$ cat src/rtl/exp_cfg_pkg.sv
// Shared constants and FSM state encoding for the BF16 piecewise-linear exp
// coefficient table and its loader.
package exp_cfg_pkg;

  localparam int N_IDX  = 13;
  localparam int N_SGN  = 2;
  localparam int BASE_W = 16;
  localparam int OFF_W  = 26;
  localparam int DATA_W = 32;
  localparam int IDX_W  = 4;

  typedef enum logic [2:0] {
    S_IDLE     = 3'd0,
    S_GET_BASE = 3'd1,
    S_GET_OFF  = 3'd2,
    S_WRITE    = 3'd3,
    S_FINISH   = 3'd4,
    S_ERROR    = 3'd5
  } state_t;

  localparam logic [IDX_W-1:0] IDX_LAST = IDX_W'(N_IDX - 1);
  localparam logic             SGN_LAST = 1'(N_SGN - 1);

endpackage

$ cat src/rtl/exp_table_loader_if.sv
// Coefficient stream input plus the register-file write port of the exp MAC.
// Stream: a word transfers on a rising clock edge where in_valid and in_ready are
// both 1; in_data must hold while in_valid=1 and in_ready=0.
interface exp_table_loader_if;
  import exp_cfg_pkg::*;

  logic              in_valid;
  logic              in_ready;
  logic [DATA_W-1:0] in_data;
  logic              cfg_w_en;
  logic              cfg_sgn;
  logic [IDX_W-1:0]  cfg_idx;
  logic [BASE_W-1:0] cfg_base;
  logic [OFF_W-1:0]  cfg_offset;

  modport slave (
    input  in_valid, in_data,
    output in_ready, cfg_w_en, cfg_sgn, cfg_idx, cfg_base, cfg_offset
  );

  modport master (
    output in_valid, in_data,
    input  in_ready, cfg_w_en, cfg_sgn, cfg_idx, cfg_base, cfg_offset
  );

endinterface

$ cat src/rtl/exp_table_loader.sv
// Loads 26 base/offset pairs from a word stream into the exp MAC register file,
// in bank 0 then bank 1 order, and flags table_valid after a clean full load.
module exp_table_loader
  import exp_cfg_pkg::*;
(
  input  logic                clk,
  input  logic                rst_n,
  input  logic                start,
  exp_table_loader_if.slave   bus,
  output logic                busy,
  output logic                done,
  output logic                err,
  output logic                table_valid,
  output state_t              dbg_state
);

  state_t            state, state_nxt;
  logic              sgn;
  logic [IDX_W-1:0]  idx;
  logic [BASE_W-1:0] base_q;
  logic [OFF_W-1:0]  off_q;

  logic accept;
  logic base_bad;
  logic off_bad;
  logic last_entry;
  logic can_start;

  assign accept     = bus.in_valid & bus.in_ready;
  assign base_bad   = |bus.in_data[DATA_W-1:BASE_W];
  assign off_bad    = |bus.in_data[DATA_W-1:OFF_W];
  assign last_entry = (sgn == SGN_LAST) && (idx == IDX_LAST);
  assign can_start  = start && ((state == S_IDLE) || (state == S_ERROR));

  always_ff @(posedge clk or negedge rst_n) begin
    if (!rst_n) state <= S_IDLE;
    else        state <= state_nxt;
  end

  always_comb begin
    state_nxt = state;
    case (state)
      S_IDLE:     if (start) state_nxt = S_GET_BASE;
      S_GET_BASE: if (accept) state_nxt = base_bad ? S_ERROR : S_GET_OFF;
      S_GET_OFF:  if (accept) state_nxt = off_bad ? S_ERROR : S_WRITE;
      S_WRITE:    state_nxt = last_entry ? S_FINISH : S_GET_BASE;
      S_FINISH:   state_nxt = S_IDLE;
      S_ERROR:    if (start) state_nxt = S_GET_BASE;
      default:    state_nxt = S_IDLE;
    endcase
  end

  always_comb begin
    bus.in_ready = 1'b0;
    bus.cfg_w_en = 1'b0;
    busy         = 1'b0;
    done         = 1'b0;
    case (state)
      S_GET_BASE: begin bus.in_ready = 1'b1; busy = 1'b1; end
      S_GET_OFF:  begin bus.in_ready = 1'b1; busy = 1'b1; end
      S_WRITE:    begin bus.cfg_w_en = 1'b1; busy = 1'b1; end
      S_FINISH:   begin done = 1'b1; busy = 1'b1; end
      default:    ;
    endcase
  end

  // Counters advance on the edge leaving WRITE, so cfg_* hold the current entry
  // for the whole strobe cycle.
  always_ff @(posedge clk or negedge rst_n) begin
    if (!rst_n) begin
      sgn         <= 1'b0;
      idx         <= '0;
      base_q      <= '0;
      off_q       <= '0;
      err         <= 1'b0;
      table_valid <= 1'b0;
    end else if (can_start) begin
      sgn         <= 1'b0;
      idx         <= '0;
      err         <= 1'b0;
      table_valid <= 1'b0;
    end else begin
      case (state)
        S_GET_BASE: if (accept) begin
          if (base_bad) err    <= 1'b1;
          else          base_q <= bus.in_data[BASE_W-1:0];
        end
        S_GET_OFF: if (accept) begin
          if (off_bad) err   <= 1'b1;
          else         off_q <= bus.in_data[OFF_W-1:0];
        end
        S_WRITE: begin
          if (idx == IDX_LAST) begin
            idx <= '0;
            sgn <= sgn + 1'b1;
          end else begin
            idx <= idx + 1'b1;
          end
        end
        S_FINISH: table_valid <= 1'b1;
        default: ;
      endcase
    end
  end

  assign bus.cfg_sgn    = sgn;
  assign bus.cfg_idx    = idx;
  assign bus.cfg_base   = base_q;
  assign bus.cfg_offset = off_q;
  assign dbg_state      = state;

endmodule

$ cat src/flat_wrapper.sv
// flat-port wrapper written by rule: the top's interface ports become plain ports
module exp_table_loader_flat import exp_cfg_pkg::*;
  (clk, rst_n, start, busy, done, err, table_valid, dbg_state, bus_in_valid, bus_in_data, bus_in_ready, bus_cfg_w_en, bus_cfg_sgn, bus_cfg_idx, bus_cfg_base, bus_cfg_offset);
  exp_table_loader_if bus_i ();
  input  logic clk;
  input  logic rst_n;
  input  logic start;
  output logic busy;
  output logic done;
  output logic err;
  output logic table_valid;
  output state_t dbg_state;
  input wire logic [$bits(bus_i.in_valid)-1:0] bus_in_valid;
  input wire logic [$bits(bus_i.in_data)-1:0] bus_in_data;
  output wire logic [$bits(bus_i.in_ready)-1:0] bus_in_ready;
  output wire logic [$bits(bus_i.cfg_w_en)-1:0] bus_cfg_w_en;
  output wire logic [$bits(bus_i.cfg_sgn)-1:0] bus_cfg_sgn;
  output wire logic [$bits(bus_i.cfg_idx)-1:0] bus_cfg_idx;
  output wire logic [$bits(bus_i.cfg_base)-1:0] bus_cfg_base;
  output wire logic [$bits(bus_i.cfg_offset)-1:0] bus_cfg_offset;
  assign bus_i.in_valid = bus_in_valid;
  assign bus_i.in_data = bus_in_data;
  assign bus_in_ready = bus_i.in_ready;
  assign bus_cfg_w_en = bus_i.cfg_w_en;
  assign bus_cfg_sgn = bus_i.cfg_sgn;
  assign bus_cfg_idx = bus_i.cfg_idx;
  assign bus_cfg_base = bus_i.cfg_base;
  assign bus_cfg_offset = bus_i.cfg_offset;
  exp_table_loader u_core (.clk(clk), .rst_n(rst_n), .start(start), .bus(bus_i), .busy(busy), .done(done), .err(err), .table_valid(table_valid), .dbg_state(dbg_state));
endmodule
$ cat config.mk
export PLATFORM = sky130hd
export DESIGN_NAME = exp_table_loader_flat
export DESIGN_NICKNAME = d
export VERILOG_FILES = /design/src/rtl/exp_cfg_pkg.sv /design/src/rtl/exp_table_loader_if.sv /design/src/rtl/exp_table_loader.sv /design/src/flat_wrapper.sv
export SDC_FILE = /design/constraint.sdc
export NUM_CORES = 1
export LEC_CHECK = 0
export ABC_AREA = 0
export CORE_MARGIN = 4
export CORE_UTILIZATION = 45
export CTS_BUF_LIST = sky130_fd_sc_hd__clkbuf_2 sky130_fd_sc_hd__clkbuf_4 sky130_fd_sc_hd__clkbuf_8
export CTS_CLUSTER_DIAMETER = 100
export DETAILED_ROUTE_END_ITERATION = 8
export GPL_ROUTABILITY_DRIVEN = 0
export PLACE_DENSITY = 0.83
export SYNTH_ARGS = -nofsm -noshare
export SYNTH_HDL_FRONTEND = slang
export SYNTH_SLANG_ARGS = --single-unit
$ cat constraint.sdc
create_clock -name clk -period 2.3 [get_ports clk]
set_clock_uncertainty 0.2 [all_clocks]
set_input_delay 0.23 -clock clk [delete_from_list [all_inputs] [get_ports clk]]
set_output_delay 0.23 -clock clk [all_outputs]
set_load 0.03 [all_outputs]
* After elaboration in Yosys (flattened, before gate mapping)
Index checks and enable logic that the tools add are counted.
Storage, ports and cells: memory bits (writable) 0, memory bits (read-only) 0, flip-flop bits (word level) 52, logic and storage cells 69, memories kept 0, latch bits 0, output and inout bits 56, input port bits 36
Operators by class: eq/ne operators 13, divide/modulo/power cells 0, add/sub/neg operators 2, $mul 0, bitwise logic cells 4, reductions and logical operators 18, mux-type cells 25, shift-type cells 0, magnitude comparators 0
Operator list (count):
- $mux 3 | 6
- $reduce_or 16->1 | 1
- $mux 1 | 14
- $mux 4 | 3
- $ne 3x1->1 const B | 4
- $pmux 3 s4 | 1
- $reduce_and 4->1 | 2
- $eq 3x2->1 const B | 2
- $eq 3x3->1 const B | 2
- $ne 2x1->1 const B | 3
- $reduce_bool 2->1 | 3
- $reduce_or 6->1 | 1
- $reduce_and 5->1 | 1
- $add 4x1->4 const B | 1
- $eq 4x4->1 const B | 1
- $reduce_or 2->1 | 2
- $reduce_or 4->1 | 1
- $eq 3x1->1 const B | 1
- $logic_not 3->1 | 1
- $not 1->1 | 3
- $reduce_and 3->1 | 1
- $reduce_bool 3->1 | 1
- $logic_and 1x1->1 | 2
- $pmux 1 s2 | 1
- other kinds (4) | 4

* Longest topological paths before layout
depth in word-level cells 7, gate-level depth with buffers 6

* Worst setup path before layout
No wires, ideal clock.
kind register to register, start point register u_core.state[1] (netlist: u_core.dbg_state[1]), end point register u_core.base_q[10] (netlist: u_core.bus.cfg_base[10]), setup time 0.125 ns, data required time 1.975 ns, setup slack 0.176 ns, path buffers 2, data arrival time 1.799 ns, stages on the path, launching flop included 7, clock period less this slack 2.124 ns, cell sequence dfrtp_1 clkbuf_1 nand2b_1 nor2_1 nand4_4 buf_6 mux2_4
Between the ends: longest elaborated chain between the ends 5, elaborated cells between the ends (all ways) 11, those cells by class eq/ne: 3; mux: 1; bitwise: 2; reduce/logical: 5
RTL lines:
- start: declaration | line exp_table_loader.sv:17 | state_t state, state_nxt;
- start signal: assignment | line exp_table_loader.sv:37 | else state <= state_nxt;
- $eq 3x1->1 (tied with other cells) | line exp_table_loader.sv:58, exp_table_loader.sv:83
- $reduce_or 2->1 (no source line) / $logic_or 1x1->1 (equally long branches)
- $mux 1 / $logic_and 1x1->1 (equally long branches) | line exp_table_loader.sv:58, exp_table_loader.sv:33
- $and 1x1->1 / $not 1->1 (equally long branches)
- $reduce_and 4->1 (no source line) (*)
- end signal: assignment | line exp_table_loader.sv:86 | else base_q <= bus.in_data[BASE_W-1:0];
- end: declaration | line exp_table_loader.sv:20 | logic [BASE_W-1:0] base_q;
Every way passes the cells marked *; elsewhere a longest branch is shown, timed or not. A chain may end at the register's enable or synchronous reset.

* Worst setup path after layout
start point input port bus_in_data[21], end point register u_core.base_q[8] (netlist: u_core.bus.cfg_base[8])
Between the ends: longest elaborated chain between the ends 3
RTL lines:
- start: declaration | line flat_wrapper.sv:14 | input wire logic [$bits(bus_i.in_data)-1:0] bus_in_data;
- $reduce_or 16->1 | line exp_table_loader.sv:30 | assign base_bad = |bus.in_data[DATA_W-1:BASE_W];
- $not 1->1 (no source line)
- $reduce_and 4->1 (no source line)
No other way between the ends.

==> results.md <==
* Largest area contributor in the synthesized netlist: sky130_fd_sc_hd__dfrtp_1
* Core area at ~4800 µm²
* Most crowded layer after global routing: met2
* Worst reg2reg path endpoint: u_core.bus.cfg_base[8]$_DFFE_PN0P_
* Library cell with the highest instance count after synthesis: sky130_fd_sc_hd__dfrtp_1
* Total routed wirelength at 5.19 mm
* Worst VDD drop at around 0.00039 V
* Area share of the leading cell type in the synthesized netlist at between 50% and 60%
* Fin crit share at a little over nine tenths
* Unrepaired setup endpoints after global routing: false
* Critical Path Fanout Max at 17
* Share of post-route cells with drive strength above 1 at roughly a quarter
* CP Data Arrival Time at around 2200 ps
* Initial DRC count at approximately 110
* Number of standard-cell rows in the floorplan at 25
* Half-perimeter wire length after detailed placement at between 4 and 5 mm
* Routed via count at 1,697
* GR met3 Demand/Resource at 7.67%
* Layout-stage area growth over the synthesis result at 50.5%
* Count of fill cells added during filler insertion at between 300 and 400
* Slew Limit Fails at 0
* Transition at the pin with the smallest max-transition slack at 407 ps
* CTS tree: built
* Number of register bits inferred by synthesis at 52
* Average wire per standard cell at ~15 µm
* Final number of setup-violating endpoints at 0
* Most common library cells after synthesis: sky130_fd_sc_hd__dfrtp_1, sky130_fd_sc_hd__mux2_2, sky130_fd_sc_hd__mux2_4, sky130_fd_sc_hd__nor2_1, sky130_fd_sc_hd__a21oi_1
* Pwr per Cell Area at roughly 550 nW/µm²
* Nature of the critical path endpoint: flip-flop
* Height of the chip at between 70 and 80 µm
* Count of final hold-check violations at 0
* H-Tree Level Count at 2
* All-layer global routing usage at between 15 and 20%
* Net count after synthesis at between 200 and 250
* Number of global-route vias before repair at between 1,500 and 2,000
* Final ANT Viol Nets at 0
* Detailed-routing iteration count for the pre-antenna-repair pass at 4
* Setup slack after placement at -199 ps
* Setup CP Type: in -> reg
* Global-route congestion overflow total at 0
* CP Cell Sequence: clkdlybuf4s50_1 > or4_4 > nor4_4 > nand4_4 > buf_12 > mux2_4
* Initial core utilization at ~47%
* Reg-to-reg setup timing slack at approximately 370 ps
* Area of the mapped netlist at roughly 2300 µm²
* Final-stage net count at slightly above 300
* Cell count after synthesis at between 150 and 200
* Fmax achieved at ~460 MHz
* TritonCTS Buffers at 5
* Wire length of the first global-routing pass at slightly below 9 mm
* Register-to-Register Path Depth at 5
* Worst rel slew slack at between 70% and 80%
* Yosys cell types at 38
* Maximum clock insertion buffer count at 2
* Post-layout worst setup margin at about 140 ps
* Ys flop type: sky130_fd_sc_hd__dfrtp_1
* I/O pin count at 92
* Largest cells by area after synthesis: sky130_fd_sc_hd__dfrtp_1, sky130_fd_sc_hd__mux2_2, sky130_fd_sc_hd__mux2_4
* Insertion delay to the later sink of the worst-skew pair at approximately 300 ps
* Post-DR vias/cell at 5.01
* Number of antenna violations at the first check in global routing at 0
* Class of the worst hold path: in -> async
* Sequential share of the synthesized area at 56.5%
* Synthesis Warnings at 0
* Mean post-synth cell area at 13.8 µm²
* Result of the run: completed
* Tot Pwr at roughly 1.9 mW
* Shortest period the worst path allows at 2160 ps
* Max_cap viols at 0
* DRC violations left at 0
* Met2 demand-to-capacity share in global routing at between 20% and 30%
* Leak at about 1.7 nW
* Number of diodes at 0
* Crit start category: primary input
* Critical Path Slowest Stage Cell: sky130_fd_sc_hd__or4_4
* Number of sinks driven by the clock tree at between 50 and 60
* Critical Path Max Stage Delay at 560 ps
* Die X at a little under 80 µm
* Clock transition at the register clock pins on the worst setup and hold paths after CTS at 90 ps
* Final core utilization at a little under three quarters
* Clk root buf: sky130_fd_sc_hd__clkbuf_8
* Critical Path RT at 2290 ps
* Async set or reset register ratio after synthesis at 100%
* Die Outline Area at around 6300 µm²
* Grt met1 use at 21.5%
* Largest net degree at the start of global routing at 27
* Final total negative setup slack at 0 ps
* Number of flops mapped to enable cells by yosys at 0
* Reg-to-reg critical path startpoint: u_core.dbg_state[1]$_DFFE_PN0P_
* Number of I/O port buffers at a little over 90
-- worst max-delay path: cells and delay by family --
kind                   cells  cell delay, ps
buffers and inverters      2             610
multiplexers               1             300
AND/OR/NAND/NOR            3            1000
-- cells by family after synthesis --
group	count (synthesis)	synth area share, %
flops	52	56.5
mux	44	22.9
simple gates	38	11.4
compound gates	18	5.11
buf+inv	11	2.23
xor+xnor	2	0.761
fa+ha+maj	2	1.09
-- metal layers --
layer / routed length, µm / vias up
li1: - / 810
met1: 2070 / 822
met2: 2580 / 60
met3: 509 / 5
met4: 38 / 0
met5: 0 / -
-- registers in the layout, summed over array words and instances, names as in the netlist --
signal                 flops
u_core.table_valid         1
u_core.err                 1
u_core.bus.cfg_offset     26
u_core.dbg_state           3
u_core.bus.cfg_sgn         1
u_core.bus.cfg_base       16
u_core.bus.cfg_idx         4
-- metrics by stage --
step,area (µm²),std cells,hold slack (ps)
global route,3470,339,190
floorplan,2300,167,-266
global placement,3360,330,-11.6
finish,3470,339,171
CTS,3460,339,178
detailed placement,3360,330,-19.6
-- worst max-delay path by stage --
| stage | depth (start not counted) | startpoint | endpoint | slack, ps |
|---|---|---|---|---|
| after floorplan | 6 | u_core.dbg_state[1]$_DFFE_PN0P_ | u_core.bus.cfg_base[10]$_DFFE_PN0P_ | 180 |
| after global placement | 6 | bus_in_data[21] | u_core.bus.cfg_base[6]$_DFFE_PN0P_ | -150 |
| after detailed placement | 6 | bus_in_data[21] | u_core.bus.cfg_base[8]$_DFFE_PN0P_ | -200 |
| after CTS | 3 | u_core.dbg_state[1]$_DFFE_PN0P_ | busy | 3 |
| after global routing | 6 | bus_in_data[21] | u_core.bus.cfg_base[11]$_DFFE_PN0P_ | 80 |
| final | 6 | bus_in_data[21] | u_core.bus.cfg_base[8]$_DFFE_PN0P_ | 140 |
-- layout make-up --
cell class | count | area, µm² | area share, %
Tap cell | 67 | 83.8 | 2.42
Inverter | 6 | 22.5 | 0.650
Multi-Input combinational cell | 104 | 950 | 27.4
Sequential cell | 52 | 1300 | 37.5
Clock buffer | 6 | 76.3 | 2.20
Clock inverter | 2 | 13.8 | 0.397
Timing Repair Buffer | 102 | 1020 | 29.4
-- where the power goes --
part | internal [mW] | switching (mW)
sequential | 0.933 | 0.0173
clock | 0.229 | 0.301
combinational | 0.188 | 0.221
-- timing repair --
| item | in CTS | in global routing |
|---|---|---|
| hold buffers | 1 | 0 |
| endpoints found under the setup margin | 2 | 2 |
| buffers inserted | 0 | 0 |
| gates resized for setup | 2 | 2 |
| hold endpoints to repair | 16 | 0 |
-- cell usage in the layout, fill, tap and decap left out, drive strengths merged, types with 2 or more instances in the layout --
cell           count
ha                 2
nand2b             2
nand3              4
and3               2
nand3b             2
a21oi              7
dfrtp             52
mux2i              2
or3                2
mux2              42
nand2              6
nor2               9
o21ai              3
dlymetal6s2s       2
clkdlybuf4s50     86
buf               11
or4                3
dlygate4sd2        2
nor3b              2
nor3               2
inv                7
clkbuf             6
Power figures use the tool's default switching activity.
